`src/rtl/pcpu_pkg.sv`:
```
// Shared definitions for the pipelined CPU: data width, next-PC op encodings
// and the bubble instruction word.
package pcpu_pkg;

  localparam int XLEN = 32;

  typedef enum logic [2:0] {
    NPC_PLUS4  = 3'b000,
    NPC_BRANCH = 3'b001,
    NPC_JUMP   = 3'b010,
    NPC_JALR   = 3'b100
  } npcop_e;

  localparam logic [XLEN-1:0] NOP_INSTR = 32'h0000_0013;

endpackage

```
`src/rtl/pc_next.sv`:
```
// Next-PC selection: sequential PC+4 or a control-transfer target driven by
// the instruction currently in EX.
module pc_next
  import pcpu_pkg::*;
(
  input  logic [XLEN-1:0] pc,
  input  logic [2:0]      npcop,
  input  logic [XLEN-1:0] ex_pc,
  input  logic [XLEN-1:0] ex_imm,
  input  logic [XLEN-1:0] ex_alu,
  output logic [XLEN-1:0] npc,
  output logic            redirect,
  output logic            err
);

  logic [XLEN-1:0] pc_plus4;

  assign pc_plus4 = pc + 32'd4;

  always_comb begin
    npc      = pc_plus4;
    redirect = 1'b0;
    err      = 1'b0;
    case (npcop)
      NPC_PLUS4: begin
        npc = pc_plus4;
      end
      NPC_BRANCH, NPC_JUMP: begin
        npc      = ex_pc + ex_imm;
        redirect = 1'b1;
      end
      NPC_JALR: begin
        npc      = ex_alu & ~32'h1;
        redirect = 1'b1;
      end
      default: begin
        // Unknown encodings fall back to sequential fetch but are flagged.
        npc = pc_plus4;
        err = 1'b1;
      end
    endcase
  end

endmodule

```
`src/rtl/if_stage.sv`:
```
// Instruction-fetch stage: PC register, next-PC selection and the IF/ID
// pipeline register feeding decode.
module if_stage
  import pcpu_pkg::*;
#(
  parameter logic [XLEN-1:0] RESET_PC  = 32'h0000_0000,
  parameter logic [XLEN-1:0] NOP_WORD  = NOP_INSTR
) (
  input  logic            clk,
  input  logic            rst,
  input  logic            stall_i,
  input  logic            flush_i,
  input  logic [2:0]      ex_npcop_i,
  input  logic [XLEN-1:0] ex_pc_i,
  input  logic [XLEN-1:0] ex_imm_i,
  input  logic [XLEN-1:0] ex_alu_i,
  output logic [XLEN-1:0] imem_addr_o,
  input  logic [XLEN-1:0] imem_data_i,
  output logic [XLEN-1:0] pc_o,
  output logic [XLEN-1:0] if_id_pc_o,
  output logic [XLEN-1:0] if_id_ins_o,
  output logic            if_id_vld_o,
  output logic            redirect_o,
  output logic            npc_err_o
);

  logic [XLEN-1:0] pc_q;
  logic [XLEN-1:0] npc;
  logic            redirect;
  logic            npc_err;
  logic [XLEN-1:0] if_id_pc_q;
  logic [XLEN-1:0] if_id_ins_q;
  logic            if_id_vld_q;

  pc_next u_pc_next (
    .pc       (pc_q),
    .npcop    (ex_npcop_i),
    .ex_pc    (ex_pc_i),
    .ex_imm   (ex_imm_i),
    .ex_alu   (ex_alu_i),
    .npc      (npc),
    .redirect (redirect),
    .err      (npc_err)
  );

  // A taken transfer beats stall and flush; a stall freezes everything.
  always_ff @(posedge clk or posedge rst) begin
    if (rst) begin
      pc_q        <= RESET_PC;
      if_id_pc_q  <= '0;
      if_id_ins_q <= NOP_WORD;
      if_id_vld_q <= 1'b0;
    end else if (redirect) begin
      pc_q        <= npc;
      if_id_pc_q  <= pc_q;
      if_id_ins_q <= NOP_WORD;
      if_id_vld_q <= 1'b0;
    end else if (!stall_i) begin
      pc_q       <= npc;
      if_id_pc_q <= pc_q;
      if (flush_i) begin
        if_id_ins_q <= NOP_WORD;
        if_id_vld_q <= 1'b0;
      end else begin
        if_id_ins_q <= imem_data_i;
        if_id_vld_q <= 1'b1;
      end
    end
  end

  assign imem_addr_o = pc_q;
  assign pc_o        = pc_q;
  assign if_id_pc_o  = if_id_pc_q;
  assign if_id_ins_o = if_id_ins_q;
  assign if_id_vld_o = if_id_vld_q;
  assign redirect_o  = redirect;
  assign npc_err_o   = npc_err;

endmodule
```
`config.mk`:
```
export PLATFORM = sky130hd
export DESIGN_NAME = if_stage
export DESIGN_NICKNAME = d
export VERILOG_FILES = /design/src/rtl/pcpu_pkg.sv /design/src/rtl/pc_next.sv /design/src/rtl/if_stage.sv
export SDC_FILE = /design/constraint.sdc
export NUM_CORES = 1
export LEC_CHECK = 0
export BUFFER_PORTS_ARGS = -buffer_cell sky130_fd_sc_hd__buf_2
export CAP_MARGIN = 0
export CELL_PAD_IN_SITES_DETAIL_PLACEMENT = 0
export CELL_PAD_IN_SITES_GLOBAL_PLACEMENT = 2
export CORE_MARGIN = 2
export CORE_UTILIZATION = 25
export DETAILED_ROUTE_END_ITERATION = 8
export GPL_TIMING_DRIVEN = 1
export HOLD_SLACK_MARGIN = 0.02
export PLACE_DENSITY = 0.85
export REMOVE_ABC_BUFFERS = 1
export SYNTH_ARGS = -nofsm -noshare
export SYNTH_HDL_FRONTEND = slang
export SYNTH_SLANG_ARGS = --single-unit
export TNS_END_PERCENT = 30
```
`constraint.sdc`:
```
create_clock -name clk -period 3.07 [get_ports clk]
set_input_delay 0.4605 -clock clk [delete_from_list [all_inputs] [get_ports clk]]
set_output_delay 0.4605 -clock clk [all_outputs]
set_load 0.02 [all_outputs]
```
# After elaboration in Yosys (flattened, before gate mapping)

Index checks and enable logic that the tools add are counted.

Logic and storage cells: 27
Register bits: 97
Input port bits: 135
Output and inout bits: 131

Reduce and logical (&&, ||, !) cells: 4
Mux-type cells: 13
Add/subtract/negate cells: 2
Equality and inequality tests: 4

Operators with widths:

| kind                                                  | count |
|---|---|
| two-way mux 32 bit                                    | 7 |
| one-hot mux 32 bit (2 select lines)                   | 1 |
| adder 32 x 3 -> 32 bit, second input constant         | 1 |
| adder 32 bit                                          | 1 |
| two-way mux 1 bit                                     | 5 |
| OR reduction 4 bit                                    | 1 |
| equality test 3 x 1 -> 1 bit, second input constant   | 1 |
| equality test 3 x 2 -> 1 bit, second input constant   | 1 |
| equality test 3 bit, second input constant            | 1 |
| zero test 3 bit                                       | 1 |
| OR reduction 3 bit                                    | 1 |
| inequality test 2 x 1 -> 1 bit, second input constant | 1 |
| OR reduction 2 bit                                    | 1 |

# Longest topological paths before layout

Gate-level depths: netlist (run 1).

Word-level depth: 5
Gate-level depth with buffers: 10

# Modules after synthesis

A second synthesis (run 1) with hierarchy kept.

Cells, all modules: 660
Area total of the unflattened synthesis: 6,934.2 um^2

By module, submodules not included:

| module   | cells each | times used | area each (um^2) |
|---|---|---|---|
| if_stage | 250        | 1          | 4,157.7 |
| pc_next  | 410        | 1          | 2,776.4 |

# Least setup slack after synthesis (run 1)

OpenSTA, ideal clock, no wires.

Path type: input-to-reg
From: in ex_pc_i[0]
To: reg pc_q[18], in the netlist imem_addr_o[18]
Library setup time: 0.135 ns
Arrival: 2.469 ns
Path slack: 0.467 ns
Cell stages on the path: 10
Path through: ha_1 > fa_1 > a211oi_1 > o211ai_1 > a211oi_1 > nor2_1 > and4b_1 > a21oi_1 > o221a_2 > o21ai_0

Word-level cells in the longest chain between the ends: 4

Ends and longest elaborated chain:

| element                                 | RTL line       | RTL |
|---|---|---|
| start: declaration                      | if_stage.sv:14 | `input logic [XLEN-1:0] ex_pc_i,` |
| adder 32 bit (*)                        | pc_next.sv:29  | `npc = ex_pc + ex_imm;` |
| one-hot mux 32 bit (2 select lines) (*) | pc_next.sv:24  | `case (npcop)` |
| two-way mux 32 bit                      | if_stage.sv:58 | `end else if (!stall_i) begin` |
| two-way mux 32 bit (*)                  | if_stage.sv:53 | `end else if (redirect) begin` |
| end signal: assignment                  | if_stage.sv:54 | `pc_q <= npc;` |
| end signal: assignment                  | if_stage.sv:59 | `pc_q <= npc;` |
| end: declaration                        | if_stage.sv:27 | `logic [XLEN-1:0] pc_q;` |

Every way passes the cells marked *; elsewhere a longest branch is shown, timed or not. The select of a mux whose other input is x is not followed.
A chain may end at the register's enable or synchronous reset.

# Final worst setup path (run 1)

From: in ex_pc_i[0]
To: reg pc_q[30], in the netlist imem_addr_o[30]

The elaborated chain is that of the path after synthesis.

==> qor.csv, run 1 <==
stage;metric;value;unit
status;status;completed;
placement;place_area;7880;µm²
logic_synthesis;async_flop_share;100;%
sta;rsz0062_at_grt;false;
setup_path;critPathLaunchType;input port;
logic_synthesis;ys_ff_latch;97;
finish;final_common_cell;buf_2;
setup_path;slowest_stage;fa_1;
setup_path;cp_num_buf_inv;1;
drt;drt_iter0_markers;424;
drt;wl_per_cell;16.4;µm
logic_synthesis;synthDistinctLibCells;69;
cts;postCtsResizedCells;0;
global_routing;grt_start_max_net_pins;37;
floorplanning;die_x;163;µm
cts;root_buffer;clkbuf_16;
sta;finalCritPeriodShare;86.3;%
sta;skew;10.1;ps
cts;cts_made_buffers;9;
global_routing;gr-total-overflow;0;
drt;dr.pass1.iters;4;
finish;fillers;2715;
finish;finalCoreUtilization;32.8;%
sta;drv_slew;0;
finish;drive_gt1_share;34.3;%
logic_synthesis;synth_area;6310;µm²
logic_synthesis;synth_ff_type;dfrtp_1;
pwr;p_int;0.00287;W
pwr;power;0.00486;W
placement;io_buffers;264;
floorplanning;die_y;163;µm
logic_synthesis;synth_top_area_share;37.3;%
finish;multi_input_area;3430;µm²
floorplanning;core;25000;µm²
cts;path_clk_slew;70;ps
logic_synthesis;syn_area_per_cell;8.72;µm²
logic_synthesis;synthTopCellsByArea;dfrtp_1 37%, nand2_1 8.1%, ha_1 6.3%, a22o_1 4.2%, buf_4 4.2%;
placement;hpwlAfterDp;16600;µm
flow_run;maxCapViolations;0;
sta;hold_viol;0;
logic_synthesis;synth_enable_flop_cells;0;
setup_path;worstPathRequired;3290;ps
hold_path;hp-class;in2async;
placement;post-place-cells;1274;
cts;hold_buffers;0;
sta;fmax;378;MHz
finish;final-seq-area;2430;µm²
sta;min_period;2650;ps
finish;fin_area;8190;µm²
setup_path;slowest_delay;400;ps
cts;post-cts-setup-buffer-count;0;
placement;finalWeightedCongestion;0.802;
floorplanning;start_util;25.3;%
cts;clockBufferDepth;2;
sta;fin_hold_ws;107;ps
finish;area_growth;29.6;%
finish;mostFrequentLayoutCells;264 x buf_2, 135 x nand2_1, 94 x dfrtp_1, 46 x nor2_1, 44 x a21oi_1;
drt;wl;21200;µm
sta;worst_slew_pin_slew;626;ps
logic_synthesis;synthCells;724;
finish;nets;1123;
pwr;p_sw;0.00199;W
setup_path;criticalPathCategory;in2reg;
drt;drcViolationCount;0;
global_routing;grt_pass1_vias;5787;
pwr;irDropWorstVdd;0.000270;V
finish;layoutNonFillerInstCount;1291;
setup_path;crit_path_end_kind;register;
global_routing;grt_pass1_wl;32600;µm
floorplanning;num_io_pins;266;
setup_path;crit_chain;buf_2, ha_1, fa_1, a211oi_1, o211ai_1, a21oi_1, o211ai_2, a31oi_1, o21ai_1, xnor2_1, o22ai_1;
sta;max-slew-margin-rel;58.3;%
setup_path;arrival;2860;ps
pwr;swShare;40.9;%
global_routing;antenna_found_initial;2;
setup_path;crit_family;compound AO/OA/AOI/OAI gates;
cts;clk_latency;350;ps
floorplanning;rows;58;
drt;avgViaCountPerCell;4.64;
cts;cts_tree;yes;
sta;setup_viol;0;
pwr;p_per_area;594;nW/µm²
logic_synthesis;synth-warning-count;0;
setup_path;path_max_fanout;3;
logic_synthesis;yosysTopAreaCell;dfrtp_1;
drt;final_antenna_net_count;0;
drt;num_vias;5992;
floorplanning;dieArea;26500;µm²
cts;cts_max_level;3;
pwr;p_clk_share;24.2;%
pwr;seq_power_share;36.8;%
pwr;combPwrFrac;38.9;%
logic_synthesis;ys_seq_area_share;38.5;%
global_routing;grt.total_usage;15.8;%
cts;cts.sinks;97;
pwr;leakage;4.18;nW
per-stage QoR:
step / setup TNS, ps / worst slack, ps
detailed placement: 0 / 45.0
global route: 0 / 243
CTS: 0 / 407
finish: 0 / 421
floorplan: -40130 / -792
global placement: 0 / 53.3
kinds of logic after synthesis:
group	Yosys count	share of synthesized area [%]
AND/OR/NAND/NOR	257	18.5
AO/OA/AOI/OAI	205	22.3
flip-flops	97	38.5
buffers and inverters	85	7.41
XOR/XNOR	42	5.83
adder cells (fa/ha/maj)	34	6.82
multiplexers	4	0.634
per-layer routing:
layer / vias up / wire, µm / global-route usage (%)
li1: 3024 / - / -
met1: 2762 / 9940 / 21.7
met2: 181 / 9910 / 26.0
met3: 23 / 965 / 1.78
met4: 2 / 354 / 4.47
met5: - / 12 / 0
state kept, by name (all words and copies together), names as in the netlist:
| name | count |
|---|---|
| imem_addr_o | 32 |
| if_id_vld_o | 1 |
| if_id_pc_o | 32 |
| if_id_ins_o | 32 |
power groups by stage:
stage / Sequential [W] / Clock [W] / Combinational (W)
after floorplan: 0.00220 / 0 / 0.000703
after global placement: 0.00181 / 0 / 0.00190
after detailed placement: 0.00182 / 0 / 0.00190
after CTS: 0.00180 / 0.00122 / 0.00191
after global routing: 0.00184 / 0.00127 / 0.00209
final: 0.00179 / 0.00118 / 0.00189
synthesized netlist by cell type (all sizes together) (2+ instances only):
cell type  count
a21oi         45
nor2b          4
a222oi         4
mux2i          4
nand3         17
o21ai         35
a21boi         2
o31ai          4
o21a           6
or2            3
a22o          30
and4           3
dfstp          3
xnor2         21
nand2        136
o211ai         4
xor2          21
o22a           3
ha            32
o221ai         4
a211oi         8
or3            2
and3           8
o22ai          5
nor2          47
o21bai         2
nand2b         5
a21o          16
nor3b          3
a31oi         15
a221oi         6
clkbuf        20
inv           13
a22oi          7
nor3           9
dfrtp         94
nor4           4
buf           52
nand4          9
final timing paths:
check | from | endpoint | slack (ps) | depth (start not counted)
hold / removal | rst | if_id_ins_o[29]$_DFFE_PP0N_ | 110 | 2
setup reg to reg | imem_addr_o[15]$_DFFE_PP0N_ | imem_addr_o[29]$_DFFE_PP0N_ | 650 | 8
min in group clk | imem_data_i[0] | if_id_ins_o[0]$_DFFE_PP1N_ | 320 | 2
setup / recovery | ex_pc_i[0] | imem_addr_o[30]$_DFFE_PP0N_ | 420 | 11
hold reg to reg | if_id_pc_o[12]$_DFFE_PP0N_ | if_id_pc_o[12]$_DFFE_PP0N_ | 460 | 2
max in group asynchronous | rst | if_id_pc_o[19]$_DFFE_PP0N_ | 2090 | 3
area by class of cell:
class | count | share of cell area, %
well taps | 330 | 5.04
diodes | 1 | 0.0306
clock buffers | 10 | 2.80
clock inverters | 6 | 0.887
multi-input cells | 542 | 41.9
repair buffers | 292 | 19.0
flip-flops and latches | 97 | 29.7
inverters | 13 | 0.627
Note: power is estimated with default switching activity, not from simulation.
==> run 2, diff against run 1 <==
MAX_ROUTING_LAYER = met4   (was unset)
==> run 2 against run 1 <==
Sequential share of layout area about the same. Global-route usage up 0.50 points. Via count about the same. Critical path depth unchanged. Largest cell class unchanged. Largest power group unchanged.
==> qor.csv, run 2 (synthesis results as in run 1) <==
stage;metric;value;unit;change
status;status;completed;;
global_routing;grt.total_usage;16.3;%;+0.50 points
finish;fin_area;8190;µm²;about the same
pwr;seq_power_share;36.8;%;about the same
setup_path;crit_path_end_kind;register;;
pwr;p_int;0.00287;W;about the same
placement;finalWeightedCongestion;0.818;;+1.9%
sta;drv_slew;0;;unchanged
cts;hold_buffers;0;;unchanged
finish;area_growth;29.7;%;about the same
setup_path;reg2reg_to;imem_addr_o[31]$_DFFE_PP0N_;;
finish;fillers;2714;;-0.037%
drt;avgViaCountPerCell;4.64;;about the same
sta;min_period;2650;ps;+4.02 ps
placement;io_buffers;264;;unchanged
setup_path;critPathLaunchType;input port;;
setup_path;timing.rr.start;imem_addr_o[6]$_DFFE_PP0N_;;
global_routing;grt_pass1_vias;5768;;-0.33%
pwr;leakage;4.18;nW;about the same
setup_path;worstPathRequired;3290;ps;about the same
floorplanning;dieArea;26500;µm²;unchanged
setup_path;arrival;2870;ps;about the same
global_routing;antenna_found_initial;2;;unchanged
floorplanning;start_util;25.3;%;unchanged
placement;place_area;7880;µm²;unchanged
sta;skew;12.4;ps;+2.32 ps
setup_path;path_max_fanout;3;;unchanged
setup_path;regToRegSetupSlack;640;ps;about the same
hold_path;hp-class;in2async;;
floorplanning;rows;58;;unchanged
pwr;p_sw;0.00199;W;about the same
cts;clockBufferDepth;2;;unchanged
finish;nets;1123;;unchanged
sta;worst_slew_pin_slew;619;ps;-7.20 ps
floorplanning;die_x;163;µm;unchanged
floorplanning;die_y;163;µm;unchanged
drt;dr.pass1.iters;6;;+2
cts;post-cts-setup-buffer-count;0;;unchanged
drt;num_vias;5994;;+0.033%
global_routing;gr-total-overflow;0;;unchanged
drt;wl;21200;µm;about the same
setup_path;criticalPathCategory;in2reg;;
global_routing;grt_pass1_wl;32600;µm;about the same
global_routing;grt_start_max_net_pins;37;;unchanged
placement;hpwlAfterDp;16600;µm;unchanged
drt;drcViolationCount;0;;unchanged
finish;final_common_cell;buf_2;;
drt;wl_per_cell;16.4;µm;about the same
finish;mostFrequentLayoutCells;264 x buf_2, 135 x nand2_1, 94 x dfrtp_1, 46 x nor2_1, 44 x a21oi_1;;
cts;cts.sinks;97;;unchanged
pwr;p_clk_share;24.3;%;about the same
sta;hold_viol;0;;unchanged
placement;post-place-cells;1274;;unchanged
pwr;irDropWorstVdd;0.000268;V;-0.60%
drt;drt_iter0_markers;428;;+0.94%
cts;postCtsResizedCells;0;;unchanged
cts;clk_latency;360;ps;about the same
sta;finalCritPeriodShare;86.4;%;+0.13 points
flow_run;maxCapViolations;0;;unchanged
finish;layoutNonFillerInstCount;1292;;+0.077%
sta;max-slew-margin-rel;58.8;%;+0.48 points
setup_path;crit_start;ex_pc_i[0];;
sta;rsz0062_at_grt;false;;
setup_path;ff2ff_path_depth;8;;unchanged
cts;cts_made_buffers;9;;unchanged
sta;fmax;377;MHz;-0.15%
pwr;p_per_area;593;nW/µm²;about the same
cts;root_buffer;clkbuf_16;;
drt;final_antenna_net_count;0;;unchanged
pwr;swShare;40.9;%;about the same
finish;drive_gt1_share;34.3;%;unchanged
floorplanning;num_io_pins;266;;unchanged
cts;cts_max_level;3;;unchanged
cts;path_clk_slew;80;ps;about the same
cts;cts_tree;yes;;
pwr;combPwrFrac;38.9;%;about the same
floorplanning;core;25000;µm²;unchanged
sta;setup_viol;0;;unchanged
-- run 2: cell types whose count changed in the layout (fill, tap and decap cells not counted) --
cell	change
diode_2	+1
-- run 2: critical path: stages --
cell and delay [ps]:
buf_2 100, ha_1 230, fa_1 400, a211oi_1 360
o211ai_1 190, a21oi_1 210, o211ai_2 140, a31oi_1 360
o21ai_1 160, xnor2_1 160, o22ai_1 100
-- run 2: worst max path at each step --
stage	end	slack [ps]
2_1_floorplan	imem_addr_o[29]$_DFFE_PP0N_	-790
3_3_place_gp	imem_addr_o[30]$_DFFE_PP0N_	50
3_5_place_dp	imem_addr_o[30]$_DFFE_PP0N_	40
4_1_cts	imem_addr_o[30]$_DFFE_PP0N_	410
5_1_grt	imem_addr_o[30]$_DFFE_PP0N_	250
6_report	imem_addr_o[30]$_DFFE_PP0N_	420
-- run 2: power groups by stage --
stage | clock network, W | registers, W | logic (W)
floorplan | 0 | 0.00220 | 0.000703
global placement | 0 | 0.00181 | 0.00190
detailed placement | 0 | 0.00182 | 0.00190
CTS | 0.00122 | 0.00180 | 0.00191
global route | 0.00127 | 0.00184 | 0.00209
finish | 0.00118 | 0.00179 | 0.00189
-- run 2: cell type report --
cell class,instances,area (µm²),area share (%)
Sequential cell,97,2430,29.7
Tap cell,330,413,5.04
Multi-Input combinational cell,542,3430,41.9
Clock buffer,10,229,2.80
Inverter,13,51.3,0.627
Clock inverter,6,72.6,0.886
Timing Repair Buffer,292,1560,19.0
Antenna cell,2,5.00,0.0611
-- run 2: stage by stage --
step,worst slack [ps],hold WS (ps),utilization [%],TNS [ps],total power (W)
detailed placement,45.0,451,31.6,0,0.00372
global placement,53.3,446,31.6,0,0.00371
CTS,407,115,32.8,0,0.00493
global route,245,130,32.8,0,0.00520
floorplan,-792,583,-,-40130,0.00291
finish,417,106,32.8,0,0.00486
-- run 2: layer usage --
layer  up-vias  share of wire [%]  GRT usage, %
met5         -                  0             -
met4         0                1.4          4.83
met3        15                4.6          1.73
met2       178                 47          26.2
met1      2777                 47          21.6
li1       3024                  -             -
==> run 3, diff against run 2 <==
CTS_BUF_LIST = sky130_fd_sc_hd__clkbuf_4 sky130_fd_sc_hd__clkbuf_8   (was unset)
==> run 3 against run 2 <==
Power decreased by 6.0%. Wire length decreased by 0.29%. First-iteration DRC count is 13% lower. Critical endpoint unchanged.
==> qor.csv, run 3 (synthesis results as in run 1) <==
stage;metric;value;unit;change
status;status;completed;;
cts;post-cts-setup-buffer-count;0;;unchanged
cts;cts.sinks;97;;unchanged
setup_path;crit_chain;buf_2, ha_1, fa_1, a211oi_1, o211ai_1, a21oi_1, o211ai_2, a31oi_1, o21ai_1, xnor2_1, o22ai_1;;
cts;cts_tree;yes;;
global_routing;grt.total_usage;16.1;%;-0.12 points
floorplanning;start_util;25.3;%;unchanged
floorplanning;die_x;163;µm;unchanged
floorplanning;core;25000;µm²;unchanged
cts;cts_max_level;3;;unchanged
pwr;p_sw;0.00195;W;-2.1%
sta;min_period;2620;ps;-29.4 ps
floorplanning;die_y;163;µm;unchanged
pwr;seq_power_share;39.1;%;+2.3 points
drt;wl;21100;µm;-0.29%
sta;finalCritPeriodShare;85.5;%;-0.96 points
drt;avgViaCountPerCell;4.63;;-0.22%
sta;fin_hold_ws;80.2;ps;-25.5 ps
sta;skew;18.3;ps;+5.83 ps
sta;worst_slew_pin_slew;616;ps;-2.42 ps
global_routing;antenna_found_initial;2;;unchanged
finish;drive_gt1_share;34.4;%;+0.10 points
drt;dr.pass1.iters;7;;+1
cts;root_buffer;clkbuf_8;;
pwr;p_int;0.00262;W;-8.6%
finish;nets;1123;;unchanged
pwr;combPwrFrac;41.4;%;+2.5 points
placement;post-place-cells;1274;;unchanged
sta;setup_viol;0;;unchanged
global_routing;grt_pass1_vias;5778;;+0.17%
sta;fmax;381;MHz;+1.1%
pwr;irDropWorstVdd;0.000242;V;-9.8%
floorplanning;rows;58;;unchanged
pwr;leakage;4.14;nW;-1.0%
sta;hold_viol;0;;unchanged
global_routing;grt_start_max_net_pins;37;;unchanged
finish;layoutNonFillerInstCount;1292;;unchanged
pwr;swShare;42.6;%;+1.7 points
setup_path;slowest_stage;fa_1;;
setup_path;worstPathRequired;3320;ps;+30 ps
finish;area_growth;28.1;%;
setup_path;arrival;2870;ps;about the same
cts;path_clk_slew;110;ps;+30 ps
placement;dpl_worst_slack;45.0;ps;unchanged
drt;final_antenna_net_count;0;;unchanged
setup_path;slowest_delay;400;ps;about the same
global_routing;grt_pass1_wl;32600;µm;-0.17%
setup_path;ff2ff_path_depth;8;;unchanged
cts;clk_latency;370;ps;about the same
setup_path;crit_path_end_kind;register;;
global_routing;gr-total-overflow;0;;unchanged
drt;drcViolationCount;0;;unchanged
finish;final_common_cell;buf_2;;
pwr;p_per_area;565;nW/µm²;-4.8%
placement;hpwlAfterDp;16600;µm;unchanged
finish;final-seq-area;2430;µm²;unchanged
placement;finalWeightedCongestion;0.818;;unchanged
finish;mostFrequentLayoutCells;264 x buf_2, 135 x nand2_1, 94 x dfrtp_1, 46 x nor2_1, 44 x a21oi_1;;
cts;hold_buffers;0;;unchanged
setup_path;critPathLaunchType;input port;;
setup_path;path_max_fanout;3;;unchanged
sta;rsz0062_at_grt;false;;
setup_path;criticalPathCategory;in2reg;;
drt;wl_per_cell;16.4;µm;-0.29%
placement;io_buffers;264;;unchanged
floorplanning;num_io_pins;266;;unchanged
cts;cts_made_buffers;9;;unchanged
floorplanning;dieArea;26500;µm²;unchanged
sta;max-slew-margin-rel;58.9;%;+0.16 points
flow_run;maxCapViolations;0;;unchanged
pwr;power;0.00457;W;-6.0%
drt;drt_iter0_markers;374;;-13%
cts;postCtsResizedCells;0;;unchanged
hold_path;hp-class;in2async;;
sta;setup_tns;0;ps;unchanged
pwr;p_clk_share;19.5;%;-4.8 points
finish;multi_input_area;3430;µm²;unchanged
finish;fillers;2728;;+0.52%
drt;num_vias;5981;;-0.22%
cts;clockBufferDepth;2;;unchanged
sta;worst_slack;447;ps;+29.4 ps
sta;drv_slew;0;;unchanged
run 3: cell count changes in the layout (fill, tap and decap cells not counted):
cell,delta
clkbuf_16,-9
clkbuf_8,+9
clkbuf_4,+1
clkbuf_1,-1
run 3: path summary, 6_finish.rpt:
check	from	end	slack [ps]
hold / removal	rst	if_id_ins_o[29]$_DFFE_PP0N_	80
min in group clk	imem_data_i[0]	if_id_ins_o[0]$_DFFE_PP1N_	290
max in group asynchronous	rst	if_id_pc_o[19]$_DFFE_PP0N_	2110
setup / recovery	ex_pc_i[0]	imem_addr_o[30]$_DFFE_PP0N_	450
hold reg to reg	if_id_pc_o[17]$_DFFE_PP0N_	if_id_pc_o[17]$_DFFE_PP0N_	470
setup reg to reg	imem_addr_o[6]$_DFFE_PP0N_	imem_addr_o[31]$_DFFE_PP0N_	660
run 3: worst max-delay path: cells and delay by family:
kind	cells	cell delay, ps
xor gates and xnor gates	1	160
buffers and inverters	1	100
AOI/OAI and AO/OA	7	1520
adders and majority gates	2	630
run 3: stage by stage:
stage	cell area, µm²	util [%]
floorplan	5890	-
global placement	7880	31.6
detailed placement	7880	31.6
CTS	8090	32.4
global route	8090	32.4
finish	8090	32.4
run 3: layout make-up:
type	count	share of cell area (%)
clock buffers	10	1.62
flip-flops and latches	97	30.0
diodes	2	0.0619
inverters	13	0.634
multi-input cells	542	42.4
well taps	330	5.10
repair buffers	292	19.2
clock inverters	6	0.897
run 3: layer usage:
| layer | track usage (%) | part of all wire (%) | wire (µm) |
|---|---|---|---|
| met4 | 3.86 | 1.2 | 259 |
| met5 | - | 0 | 0 |
| met3 | 1.81 | 4.2 | 881 |
| met1 | 21.6 | 47 | 9990 |
| met2 | 26.2 | 47 | 10000 |
run 3: power groups by stage:
| stage | registers [W] | logic [W] | clock network (W) |
|---|---|---|---|
| final | 0.00179 | 0.00189 | 0.000891 |
| after global placement | 0.00181 | 0.00190 | 0 |
| after global routing | 0.00184 | 0.00209 | 0.000985 |
| after CTS | 0.00180 | 0.00191 | 0.000936 |
| after floorplan | 0.00220 | 0.000703 | 0 |
| after detailed placement | 0.00182 | 0.00190 | 0 |
